**config.mk**
```make
export PLATFORM = sky130hd
export DESIGN_NAME = coproc0
export DESIGN_NICKNAME = d
export VERILOG_FILES = /design/src/rtl/coproc0_pkg.sv /design/src/rtl/coproc0.sv
export SDC_FILE = /design/constraint.sdc
export NUM_CORES = 1
export LEC_CHECK = 0
export ABC_CLOCK_PERIOD_IN_PS = 4100
export BUFFER_PORTS_ARGS = -buffer_cell sky130_fd_sc_hd__buf_4
export CAP_MARGIN = 20
export CORE_AREA = 3 3 84 86
export CTS_CLUSTER_SIZE = 24
export DETAILED_ROUTE_END_ITERATION = 6
export DIE_AREA = 0 0 87 89
export HOLD_SLACK_MARGIN = 0.08
export PLACE_DENSITY = 0.83
export SYNTH_ARGS = -nofsm -noshare
export SYNTH_HDL_FRONTEND = slang
export SYNTH_SLANG_ARGS = --single-unit
```
**constraint.sdc**
```tcl
create_clock -name clk -period 4.1 [get_ports clk]
set_input_delay 0.82 -clock clk [delete_from_list [all_inputs] [get_ports clk]]
set_output_delay 0.82 -clock clk [all_outputs]
set_load 0.01 [all_outputs]
```
**src/rtl/coproc0_pkg.sv**
```systemverilog
// coproc0_pkg: CP0 register numbers, exception codes, handler address and SR/Cause field positions
package coproc0_pkg;
  localparam logic [4:0] REG_SR = 5'd12;
  localparam logic [4:0] REG_CAUSE = 5'd13;
  localparam logic [4:0] REG_EPC = 5'd14;
  localparam logic [4:0] REG_PRID = 5'd15;
  localparam logic [31:0] HANDLER_ADDR = 32'h0000_4180;
  localparam int SR_IE = 0;
  localparam int SR_EXL = 1;
  localparam int IM_LO = 10;
  localparam int IM_HI = 15;
  localparam int CAUSE_BD = 31;
  localparam int IP_LO = 10;
  localparam int IP_HI = 15;
  localparam int EXC_LO = 2;
  localparam int EXC_HI = 6;
  typedef enum logic [4:0] {
    EXC_INT = 5'd0,
    EXC_ADEL = 5'd4,
    EXC_ADES = 5'd5,
    EXC_SYS = 5'd8,
    EXC_RI = 5'd10,
    EXC_OV = 5'd12
  } exc_code_e;
endpackage

```
**src/rtl/coproc0.sv**
```systemverilog
// coproc0: MIPS-style CP0 holding SR/Cause/EPC/PRId and raising interrupt/exception redirect requests
module coproc0
  import coproc0_pkg::*;
#(
  parameter logic [31:0] PRID_VAL = 32'h2022_0007
) (
  input  logic        clk,
  input  logic        reset,
  input  logic        en,
  input  logic [4:0]  CP0Add,
  input  logic [31:0] CP0In,
  output logic [31:0] CP0Out,
  input  logic [31:0] VPC,
  input  logic        BDIn,
  input  logic [4:0]  ExcCodeIn,
  input  logic [5:0]  HWInt,
  input  logic        EXLClr,
  output logic [31:0] EPCOut,
  output logic        Req
);
  logic [5:0] im_q, im_d, ip_q, ip_d;
  logic exl_q, exl_d, ie_q, ie_d, bd_q, bd_d;
  logic [4:0] exc_q, exc_d;
  logic [31:0] epc_q, epc_d, sr_val, cause_val;
  logic int_req, exc_req, sr_wr, epc_wr;
  // request logic: masked while EXL is set, interrupts need IE and an enabled line
  always_comb begin
    int_req = (|(HWInt & im_q)) & ie_q & ~exl_q;
    exc_req = (ExcCodeIn != 5'd0) & ~exl_q;
    Req = int_req | exc_req;
  end
  // next state: a request captures the victim and blocks mtc0; eret clears EXL after any SR write
  always_comb begin
    sr_wr = en & ~Req & (CP0Add == REG_SR);
    epc_wr = en & ~Req & (CP0Add == REG_EPC);
    im_d = sr_wr ? CP0In[IM_HI:IM_LO] : im_q;
    ie_d = sr_wr ? CP0In[SR_IE] : ie_q;
    exl_d = Req | (~EXLClr & (sr_wr ? CP0In[SR_EXL] : exl_q));
    bd_d = Req ? BDIn : bd_q;
    exc_d = Req ? (int_req ? EXC_INT : ExcCodeIn) : exc_q;
    epc_d = Req ? (BDIn ? VPC - 32'd4 : VPC) : epc_wr ? CP0In : epc_q;
    ip_d = HWInt;
  end
  // state registers with synchronous reset taking priority over everything
  always_ff @(posedge clk) begin
    if (reset) begin
      im_q <= '0;
      ip_q <= '0;
      exl_q <= 1'b0;
      ie_q <= 1'b0;
      bd_q <= 1'b0;
      exc_q <= '0;
      epc_q <= '0;
    end else begin
      im_q <= im_d;
      ip_q <= ip_d;
      exl_q <= exl_d;
      ie_q <= ie_d;
      bd_q <= bd_d;
      exc_q <= exc_d;
      epc_q <= epc_d;
    end
  end
  // read mux from pre-edge state; unused register bits read as zero
  always_comb begin
    sr_val = '0;
    sr_val[IM_HI:IM_LO] = im_q;
    sr_val[SR_EXL] = exl_q;
    sr_val[SR_IE] = ie_q;
    cause_val = '0;
    cause_val[CAUSE_BD] = bd_q;
    cause_val[IP_HI:IP_LO] = ip_q;
    cause_val[EXC_HI:EXC_LO] = exc_q;
    CP0Out = CP0Add == REG_SR ? sr_val :
             CP0Add == REG_CAUSE ? cause_val :
             CP0Add == REG_EPC ? epc_q :
             CP0Add == REG_PRID ? PRID_VAL : 32'd0;
    EPCOut = epc_q;
  end
endmodule

```
======== After elaboration in Yosys (flattened, before gate mapping) ========
Index checks and enable logic that the tools add are counted.
storage, ports and cells
  flip-flop bits (word level) ............. 52
  word-level logic and storage cells ...... 37
cells by class
  $add $sub $neg .......................... 1
  eq/ne operators ......................... 4
  mux-type cells .......................... 9
  bitwise operators ....................... 13
  reduce and logical (&&, ||, !) cells .... 3
operators by type and width
  cell                     number
  $mux W32                 6
  $sub A32 B3 Y32 const B  1
  $mux W30                 1
  $eq A5 B4 Y1 const B     4
  $and A1 B1 Y1            7
  $and A6 B6 Y6            1
  $reduce_or A6 Y1         1
  $mux W5                  1
  $reduce_bool A5 Y1       1
  $not A1 Y1               3
  $or A1 B1 Y1             2
  $reduce_bool A2 Y1       1
  $mux W1                  1

======== Longest topological paths before layout ========
Gate-level depths: netlist (run 1).
  depth in word-level cells ............... 11
  mapped depth ............................ 9
  mapped depth without buffers ............ 7

======== Worst setup path after synthesis (run 1) ========
No wires, ideal clock.
  path type ............................... input -> output
  start ................................... input ExcCodeIn[0]
  end ..................................... output Req
  arrival ................................. 2.279 ns
  slack ................................... 1.001 ns
  stages .................................. 6
  path through ............................ nor3_1 > a21oi_1 > nor2_1 > inv_1 > clkbuf_1 > buf_1
on the way
  longest elaborated chain between the ends .. 3
RTL lines
  element             line           text
  start, declared     coproc0.sv:15  input logic [4:0] ExcCodeIn,
  $reduce_bool A5 Y1  coproc0.sv:29  exc_req = (ExcCodeIn != 5'd0) & ~exl_q;
  $and A1 B1 Y1       coproc0.sv:29
  $or A1 B1 Y1        coproc0.sv:30  Req = int_req | exc_req;
  end, declared       coproc0.sv:19  output logic Req
No other way between the ends.

======== Final worst setup path (run 1) ========
  start ................................... input CP0Add[0]
  end ..................................... output CP0Out[31]
on the way
  longest elaborated chain between the ends .. 4
RTL lines
  element          line           text
  start, declared  coproc0.sv:10  input logic [4:0] CP0Add,
  $eq A5 B4 Y1     coproc0.sv:76  CP0Add == REG_EPC ? epc_q :
  $mux W32         coproc0.sv:76
  $mux W32         coproc0.sv:75  CP0Add == REG_CAUSE ? cause_val :
  $mux W32 (*)     coproc0.sv:74  CP0Out = CP0Add == REG_SR ? sr_val :
  end, declared    coproc0.sv:12  output logic [31:0] CP0Out,
Every way passes the cells marked *; elsewhere a longest branch is shown, timed or not.

==> out/qor.yml, run 1 <==
start_util_pct: 50.3
synth-edff-count: 0
drive_gt1_share_pct: 33.5
path_clk_slew_ps: 90
post-dp-hpwl_um: 8230
synth.avg_cell_area_um2: 8.33
fin_worst_skew_ps: 2.87
drt_wl_total_um: 10600
max-slew-margin-rel_pct: 42.1
vias: 3436
synth_cell_types: 45
drv_slew: 0
leakage_nw: 1.89
diodes: 0
cts_tree: "built"
grt_max_degree: 49
holdCritPathClass: "flip-flop to flip-flop"
synth_top_area_share_pct: 32.6
status: "complete, no violations"
synth_fp_nets: 470
ys_warn_count: 0
power.total_mw: 1.22
dr.first_iter.drc_count: 137
maxCapViolCount: 0
ant_nets: 0
grt_use_met1_pct: 32.2
cp.arrival_ps: 2150
worst_slew_pin_slew_ps: 869
netlist_instances: 384
critical_path.max_fanout: 15
rows: 29
hp-start: "bd_q$_SDFFE_PP0N_"
route.detailed.drc: 0
cts_buffers: 5
grt_pass1_wl_um: 16400
ff2ff_path_depth: 6
clockRootBuffer: "clkbuf_8"
finalSetupViolCount: 0
crit_type: "input pin to output port"
top_usage_layer: "met2"
end_kind: "output port"
antenna_found_initial: 0
finalCriticalPeriod_ps: 2970
die_x_um: 87
min_to: "bd_q$_SDFFE_PP0N_"
fin_nets: 600
synth_area_leaders: "dfxtp_1 (33%), mux2i_1 (12%), a211oi_1 (9.2%), nor2_1 (7.2%), nor2b_1 (4.1%)"
start_kind: "input pin"
rsz0062_at_grt: "false"
post_cts_buffers: 0
met3_usage_pct: 4.88
synthFlopType: "dfxtp_1"
die_h_um: 89
tns_ps: 0
cp-startpoint: "CP0Add[0]"
numPortBuffers: 149
synth_top_area_cell: "dfxtp_1"
num_io_pins: 150
yosys-top-cells-count: "nor2_1 (61), dfxtp_1 (52), a211oi_1 (39), mux2i_1 (37), clkbuf_1 (23)"
synth_seq_cells: 52
async_flop_share_pct: 0
gr-total-overflow: 0
clock-sinks: 52
synth_area_um2: 3200
hold_viol: 0
powerDensity_nw_per_um2: 276
use_met2_pct: 48.3
cts_resized: 0
syn_to_final_growth_pct: 38.4
seq_area_frac_synth_pct: 32.6
core_area_um2: 6350
reg2reg_to: "EPCOut[15]$_SDFFE_PP0P_"
fp.dieArea_um2: 7740
vdd_drop_max_uv: 148
ctsHtreeMaxLevel: 2
r2r-start: "exl_q$_SDFF_PP0_"
synth.most_common_cell: "nor2_1"
grt.total_usage_pct: 26.9
clock_tree.buffer_depth: 2
fillers: 559
postCtsHoldBufs: 0
reg2reg_slack_ps: 2070
via_per_inst: 5.82
holdPathStages: 2
route.detailed.wl_per_inst_um: 17.9
drt_first_pass_iters: 5
critPathRequiredTime_ps: 3280
gp_congestion: 0.876
finalCritPeriodShare_pct: 72.4
max_freq_mhz: 337
grt_pass1_vias: 3363
clk_latency_ps: 300
-- layout by cell type (no fill, tap or decap), drive strengths merged, types with 2 or more instances in the layout --
cell type  count
clkbuf         5
dfxtp         52
nor2          61
or2            4
o21ai          5
a221oi         3
a311oi         3
a22oi          8
nand3          4
xor2          13
or4            9
mux2i         37
nor3           9
a21oi         13
inv            4
a211oi        40
nand3b         2
nor2b         21
buf          154
or3            5
xnor2         11
nand2         11
nor4           9
and3          16
-- sequential cells by signal (all words and copies together) (netlist names) --
signal and flops:
ie_q 1, im_q 6, exc_q 5, bd_q 1
ip_q 6, EPCOut 32, exl_q 1
-- worst max-delay path, stage by stage --
cell and delay [ps]:
buf_4 190, nor2b_1 650, a22oi_1 200, nor2_1 140
buf_4 140
-- how the worst max path moves through the flow --
stage               cells past startpoint                 endpoint  slack, ps
global placement                        5               CP0Out[31]       1110
floorplan                               6                      Req       1000
global route                            5                CP0Out[5]       1020
CTS                                     5               CP0Out[31]       1130
finish                                  5               CP0Out[31]       1130
detailed placement                      6  EPCOut[19]$_SDFFE_PP0P_       1080
-- kinds of logic (layout without fill, tap and decap cells) --
kind of cell | after synthesis | after routing | share of synthesized area [%]
simple gates | 157 | 157 | 27.0
compound gates | 77 | 77 | 17.1
flops | 52 | 52 | 32.6
mux | 38 | 38 | 11.9
buf+inv | 35 | 164 | 4.50
xor+xnor | 24 | 24 | 6.58
fa+ha+maj | 1 | 1 | 0.391
-- metrics by stage --
| stage | area [µm²] | std cells | setup WS [ps] | utilization [%] | hold WS, ps |
|---|---|---|---|---|---|
| after floorplan | 3200 | 384 | 1000 | - | 432 |
| after global placement | 4320 | 584 | 1110 | 68.1 | 454 |
| after detailed placement | 4320 | 584 | 1080 | 68.1 | 458 |
| after CTS | 4420 | 590 | 1130 | 69.7 | 472 |
| final | 4420 | 590 | 1130 | 69.7 | 468 |
| after global routing | 4420 | 590 | 1020 | 69.7 | 494 |
-- layer usage --
| layer | part of all wire [%] | up-vias |
|---|---|---|
| met5 | 0 | - |
| met4 | 1.9 | 0 |
| met3 | 6.9 | 16 |
| met2 | 52 | 141 |
| met1 | 39 | 1631 |
| li1 | - | 1648 |
-- where the power goes --
| group | total [mW] | switching [mW] | internal, mW |
|---|---|---|---|
| combinational | 0.311 | 0.154 | 0.156 |
| clock | 0.336 | 0.161 | 0.175 |
| sequential | 0.574 | 0.0303 | 0.543 |
-- area by class of cell --
type                       count  area [µm²]  share of cell area, %
clock buffer                   5        68.8                   1.56
multi-input combinational    297        2020                   45.6
clock inverter                 1        30.0                  0.679
sequential                    52        1040                   23.5
inverter                       4        15.0                  0.339
tap                           77        96.3                   2.18
timing repair buffer         154        1160                   26.1
Power figures use the tool's default switching activity.
==> run 2, diff against run 1 <==
- ABC_CLOCK_PERIOD_IN_PS: 4100 -> 3090
- CORE_AREA: 3 3 84 86 -> 3 3 87 89
- DIE_AREA: 0 0 87 89 -> 0 0 90 92
- PLACE_DENSITY: 0.83 -> 0.78
- clock period: 4.1 -> 3.09 ns (I/O delays scaled with it)
==> run 2 against run 1 <==
Net effect:
- wire length is 0.52% lower
- hold slack gained 2.2 ps
- total power up 36%
- non-clock buffer count grew 4
- sequential power rose by 32%
- clock skew rose by 2.8 ps
- critical path type is now input pin to flip-flop
==> out/qor.yml, run 2 (synthesis results as in run 1) <==
holdCritPathClass: "flip-flop to flip-flop"
clockRootBuffer: "clkbuf_8"
core_area_um2: 6830  # +7.6%
cp-endpoint: "EPCOut[29]$_SDFFE_PP0P_"
num_io_pins: 150  # unchanged
largest_reg_flops: 32  # unchanged
vdd_drop_max_uv: 193  # +31%
worst_slew_pin_slew_ps: 925  # +56.5 ps
power.total_mw: 1.66  # +36%
layout_commonest_cell: "buf_4"
leakage_nw: 1.92  # +1.5%
fin_worst_skew_ps: 5.66  # +2.78 ps
drv_slew: 0  # unchanged
fp.dieArea_um2: 8280  # +6.9%
start_kind: "input pin"
finalCriticalPeriod_ps: 2540
hold_viol: 0  # unchanged
fin_area_um2: 4500  # +1.8%
end_kind: "flip-flop"
layout_common_cells: "buf_4 (157), nor2_1 (60), dfxtp_1 (52)"
critPathRequiredTime_ps: 3300  # +20 ps
ff2ff_path_depth: 6  # unchanged
route.detailed.drc: 0  # unchanged
dr.first_iter.drc_count: 169  # +23%
crit_chain: "buf_4 -> or4_1 -> nor4b_2 -> and2_1 -> a21oi_1 -> a221oi_1"
multi_input_area_um2: 2020  # unchanged
drive_gt1_share_pct: 34.1  # +0.58 points
powerDensity_nw_per_um2: 368  # +33%
grt_pass1_vias: 3283  # -2.4%
max-slew-margin-rel_pct: 38.3  # -3.8 points
reg2reg_to: "EPCOut[19]$_SDFFE_PP0P_"
path_buf_inv: 1  # -1
rows: 30  # +3.4%
tns_ps: 0  # unchanged
via_per_inst: 5.53  # -5.1%
die_h_um: 92  # +3.4%
cpPeakStageDelay_ps: 730  # +80 ps
grt_max_degree: 49  # unchanged
die_x_um: 90  # +3.4%
drt_first_pass_iters: 4  # -1
maxCapViolCount: 0  # unchanged
critical_path.max_fanout: 9  # -6
path_clk_slew_ps: 100  # about the same
cts_resized: 0  # unchanged
r2r-start: "exl_q$_SDFF_PP0_"
finalSetupViolCount: 0  # unchanged
ant_nets: 0  # unchanged
status: "complete, no violations"
gr-total-overflow: 0  # unchanged
crit_type: "input pin to flip-flop"
clock-sinks: 52  # unchanged
rsz0062_at_grt: "false"
diodes: 0  # unchanged
finalCritPeriodShare_pct: 82.0
cp-startpoint: "VPC[8]"
numPortBuffers: 149  # unchanged
cts_tree: "built"
ctsHtreeMaxLevel: 2  # unchanged
fin_nets: 604  # +0.67%
postCtsHoldBufs: 0  # unchanged
fillers: 616  # +10%
drt_wl_total_um: 10500  # -0.52%
cts_buffers: 5  # unchanged
seqCellArea_um2: 1040  # unchanged
clk_latency_ps: 310  # about the same
cpMaxStageDelayCell: "or4_1"
clock_tree.buffer_depth: 2  # unchanged
cp.arrival_ps: 2750  # +600 ps
final_util_pct: 65.9  # -3.8 points
route.detailed.wl_per_inst_um: 17.1  # -4.6%
grt_pass1_wl_um: 16700  # +1.3%
grt.total_usage_pct: 24.4  # -2.5 points
cp_top_family: "simple AND/OR/NAND/NOR gates"
vias: 3399  # -1.1%
start_util_pct: 46.8  # -3.5 points
antenna_found_initial: 0  # unchanged
post_cts_buffers: 0  # unchanged
gp_congestion: 0.829  # -5.3%
max_freq_mhz: 394
post-dp-hpwl_um: 8140  # -1.1%
syn_to_final_growth_pct: 40.8
reg2reg_slack_ps: 1080  # -990 ps
hp-start: "bd_q$_SDFFE_PP0N_"
crit_cells: 6  # +1
placedInstanceArea_um2: 4390  # +1.5%
## run 2: cell count changes in the layout (fill, tap and decap cells not counted)
cell / delta
buf_4: +3
buf_12: +1
clkbuf_1: +1
inv_6: +1
## run 2: routing by layer
layer | vias to the layer above | routed length (µm) | track usage (%)
met2 | 135 | 5340 | 44.6
met3 | 11 | 646 | 3.86
li1 | 1656 | - | -
met4 | 0 | 86 | 4.97
met1 | 1597 | 4460 | 30.4
met5 | - | 0 | 0
## run 2: how the worst min path moves through the flow
stage	to	slack (ps)	cells past startpoint
2_1_floorplan	bd_q$_SDFFE_PP0N_	430	2
3_3_place_gp	bd_q$_SDFFE_PP0N_	450	2
3_5_place_dp	bd_q$_SDFFE_PP0N_	460	2
4_1_cts	bd_q$_SDFFE_PP0N_	480	2
5_1_grt	bd_q$_SDFFE_PP0N_	510	2
6_report	bd_q$_SDFFE_PP0N_	470	2
## run 2: final cells by class
class                      instances  share of cell area (%)
sequential                        52                    23.1
tap                               96                    2.67
clock inverter                     2                   0.862
clock buffer                       6                    1.61
multi-input combinational        297                    44.8
timing repair buffer             158                    26.6
inverter                           4                   0.334
## run 2: report_power, final
group | internal, mW | switching [mW]
sequential | 0.721 | 0.0385
clock | 0.245 | 0.236
combinational | 0.210 | 0.205
## run 2: stage by stage
step / cells / setup slack [ps] / hold slack, ps
after global placement: 607 / 340 / 454
after detailed placement: 607 / 274 / 462
after global routing: 615 / 330 / 506
after floorplan: 384 / 395 / 432
final: 615 / 555 / 470
after CTS: 615 / 600 / 476
## run 2: worst min-delay path, stage by stage (launching register included)
cell     delay, ps
dfxtp_1        330
nand2_1         60
a21oi_1         50
==> run 3, diff against run 2 <==
- ABC_CLOCK_PERIOD_IN_PS: 3090 -> 2200
- CORE_AREA: 3 3 87 89 -> 3 3 91 93
- DIE_AREA: 0 0 90 92 -> 0 0 94 96
- PLACE_DENSITY: 0.78 -> 0.75
- clock period: 3.09 -> 2.2 ns (I/O delays scaled with it)
==> run 3 against run 2 <==
Net effect:
- count of clock-buffer cells in the layout unchanged
- die area rose by 9.0%
- via count rose by 2.0%
- global-route usage fell by 1.9 points
- setup slack got worse by 490 ps
- sequential power is 41% higher
- critical endpoint is now EPCOut[31]$_SDFFE_PP0P_
- non-clock buffer count rose by 30
- sequential share of layout area down 1.1 points
- design area grew 5.2%
- largest cell class unchanged
==> out/qor.yml, run 3 (synthesis results as in run 1) <==
fillers: 672  # +9.1%
core_area_um2: 7610  # +11%
r2r-start: "im_q[3]$_SDFFE_PP0P_"
route.detailed.drc: 0  # unchanged
post_cts_buffers: 0  # unchanged
clockRootBuffer: "clkbuf_8"
grt.total_usage_pct: 22.5  # -1.9 points
clock-sinks: 52  # unchanged
final_cells: 651  # +5.9%
grt_pass1_vias: 3271  # -0.37%
crit_cells: 8  # +2
clock_tree.buffer_depth: 2  # unchanged
drt_wl_total_um: 10500  # -0.41%
p_comb_share_pct: 27.2  # +2.1 points
via_per_inst: 5.33  # -3.6%
multi_input_area_um2: 2030  # +0.68%
fp.dieArea_um2: 9020  # +9.0%
cp_top_family: "simple AND/OR/NAND/NOR gates"
seqCellArea_um2: 1040  # unchanged
final_util_pct: 62.2  # -3.7 points
placedInstanceArea_um2: 4630  # +5.5%
setup_ws_ps: 69.2  # -486 ps
layout_common_cells: "buf_4 (187), nor2_1 (60), dfxtp_1 (52)"
fin_worst_skew_ps: 13.5  # +7.86 ps
hold_viol: 0  # unchanged
tns_ps: 0  # unchanged
worst_path_most_repeated_cell: "buf_4"
diodes: 0  # unchanged
post-dp-hpwl_um: 8310  # +2.1%
syn_to_final_growth_pct: 48.1
cts_buffers: 5  # unchanged
critPathRequiredTime_ps: 2410  # -890 ps
rsz0062_at_grt: "false"
dr.first_iter.drc_count: 168  # -0.59%
status: "complete, no violations"
layout_commonest_cell: "buf_4"
fin_nets: 634  # +5.0%
critical_path.max_fanout: 6  # -3
maxCapViolCount: 0  # unchanged
drv_slew: 0  # unchanged
cp-startpoint: "VPC[14]"
cp-endpoint: "EPCOut[31]$_SDFFE_PP0P_"
worst_slew_pin_slew_ps: 532  # -393 ps
postCtsHoldBufs: 0  # unchanged
start_util_pct: 42.0  # -4.8 points
crit_chain: "buf_4 -> or4_1 -> buf_4 -> nor4b_2 -> buf_4 -> and2_1 -> a31oi_1 -> a221oi_1"
p_seq_share_pct: 47.2  # +1.3 points
drt_first_pass_iters: 4  # unchanged
cts_tree: "built"
place_inst: 643  # +5.9%
path_clk_slew_ps: 100  # about the same
finalSetupViolCount: 0  # unchanged
holdCritPathClass: "input pin to flip-flop"
num_io_pins: 150  # unchanged
ant_nets: 0  # unchanged
powerDensity_nw_per_um2: 478  # +30%
gp_congestion: 0.830  # +0.16%
cp.arrival_ps: 2340  # -410 ps
vias: 3468  # +2.0%
path_buf_inv: 3  # +2
numPortBuffers: 149  # unchanged
max-slew-margin-rel_pct: 64.4  # +26 points
power.total_mw: 2.27  # +37%
whs_ps: 345  # -125 ps
cts_resized: 1  # +1
start_kind: "input pin"
clockPowerShare_pct: 25.6  # -3.5 points
die_h_um: 96  # +4.3%
antenna_found_initial: 0  # unchanged
cpPeakStageDelay_ps: 580  # -150 ps
p_sw_mw: 0.674  # +40%
end_kind: "flip-flop"
rows: 32  # +6.7%
max_freq_mhz: 469
cpMaxStageDelayCell: "or4_1"
leakage_nw: 2.05  # +6.8%
ff2ff_path_depth: 6  # unchanged
grt_pass1_wl_um: 16100  # -3.1%
drive_gt1_share_pct: 38.6  # +4.5 points
ctsHtreeMaxLevel: 2  # unchanged
clk_latency_ps: 310  # about the same
route.detailed.wl_per_inst_um: 16.1  # -5.9%
die_x_um: 94  # +4.4%
vdd_drop_max_uv: 229  # +19%
finalCriticalPeriod_ps: 2130
largest_reg_flops: 32  # unchanged
p_int_mw: 1.59  # +35%
gr-total-overflow: 0  # unchanged
crit_type: "input pin to flip-flop"
reg2reg_slack_ps: 310  # -770 ps
place_ws_ps: -230  # -504 ps
switching_share_pct: 29.8  # +0.78 points
grt_max_degree: 49  # unchanged
fin_area_um2: 4730  # +5.2%
finalCritPeriodShare_pct: 96.9
reg2reg_to: "EPCOut[31]$_SDFFE_PP0P_"
run 3: changes by cell type in the layout (fill, tap and decap cells not counted), sizes merged:
cell      before  now
bufinv         1    0
inv            5    4
clkinvlp       0    2
buf          158  188
run 3: worst min-delay path by stage:
| stage | cells past startpoint | slack [ps] | endpoint | from |
|---|---|---|---|---|
| floorplan | 2 | 430 | bd_q$_SDFFE_PP0N_ | bd_q$_SDFFE_PP0N_ |
| global placement | 2 | 440 | bd_q$_SDFFE_PP0N_ | bd_q$_SDFFE_PP0N_ |
| detailed placement | 2 | 450 | bd_q$_SDFFE_PP0N_ | bd_q$_SDFFE_PP0N_ |
| CTS | 2 | 340 | ip_q[3]$_SDFF_PP0_ | HWInt[3] |
| global route | 2 | 350 | ip_q[0]$_SDFF_PP0_ | HWInt[0] |
| finish | 2 | 350 | ip_q[3]$_SDFF_PP0_ | HWInt[3] |
run 3: power by group through the flow:
| stage | clock, mW | combinational (mW) | sequential [mW] |
|---|---|---|---|
| 6_report | 0.580 | 0.616 | 1.07 |
| 5_1_grt | 0.621 | 0.671 | 1.08 |
| 4_1_cts | 0.593 | 0.614 | 1.07 |
| 3_5_place_dp | 0 | 0.613 | 1.09 |
| 3_3_place_gp | 0 | 0.601 | 1.09 |
| 2_1_floorplan | 0 | 0.251 | 1.10 |
run 3: final cells by class:
cell class | instances | share of cell area (%)
multi-input cells | 297 | 42.9
repair buffers | 188 | 30.1
flip-flops and latches | 52 | 22.0
well taps | 102 | 2.70
clock buffers | 6 | 1.74
clock inverters | 2 | 0.317
inverters | 4 | 0.317
run 3: layer usage:
metal | global-route usage (%) | share of wire (%) | wire length, µm
met1 | 29.3 | 43 | 4560
met2 | 38.9 | 49 | 5180
met3 | 2.74 | 5.2 | 542
met4 | 7.10 | 2.0 | 215
met5 | 0 | 0 | 0
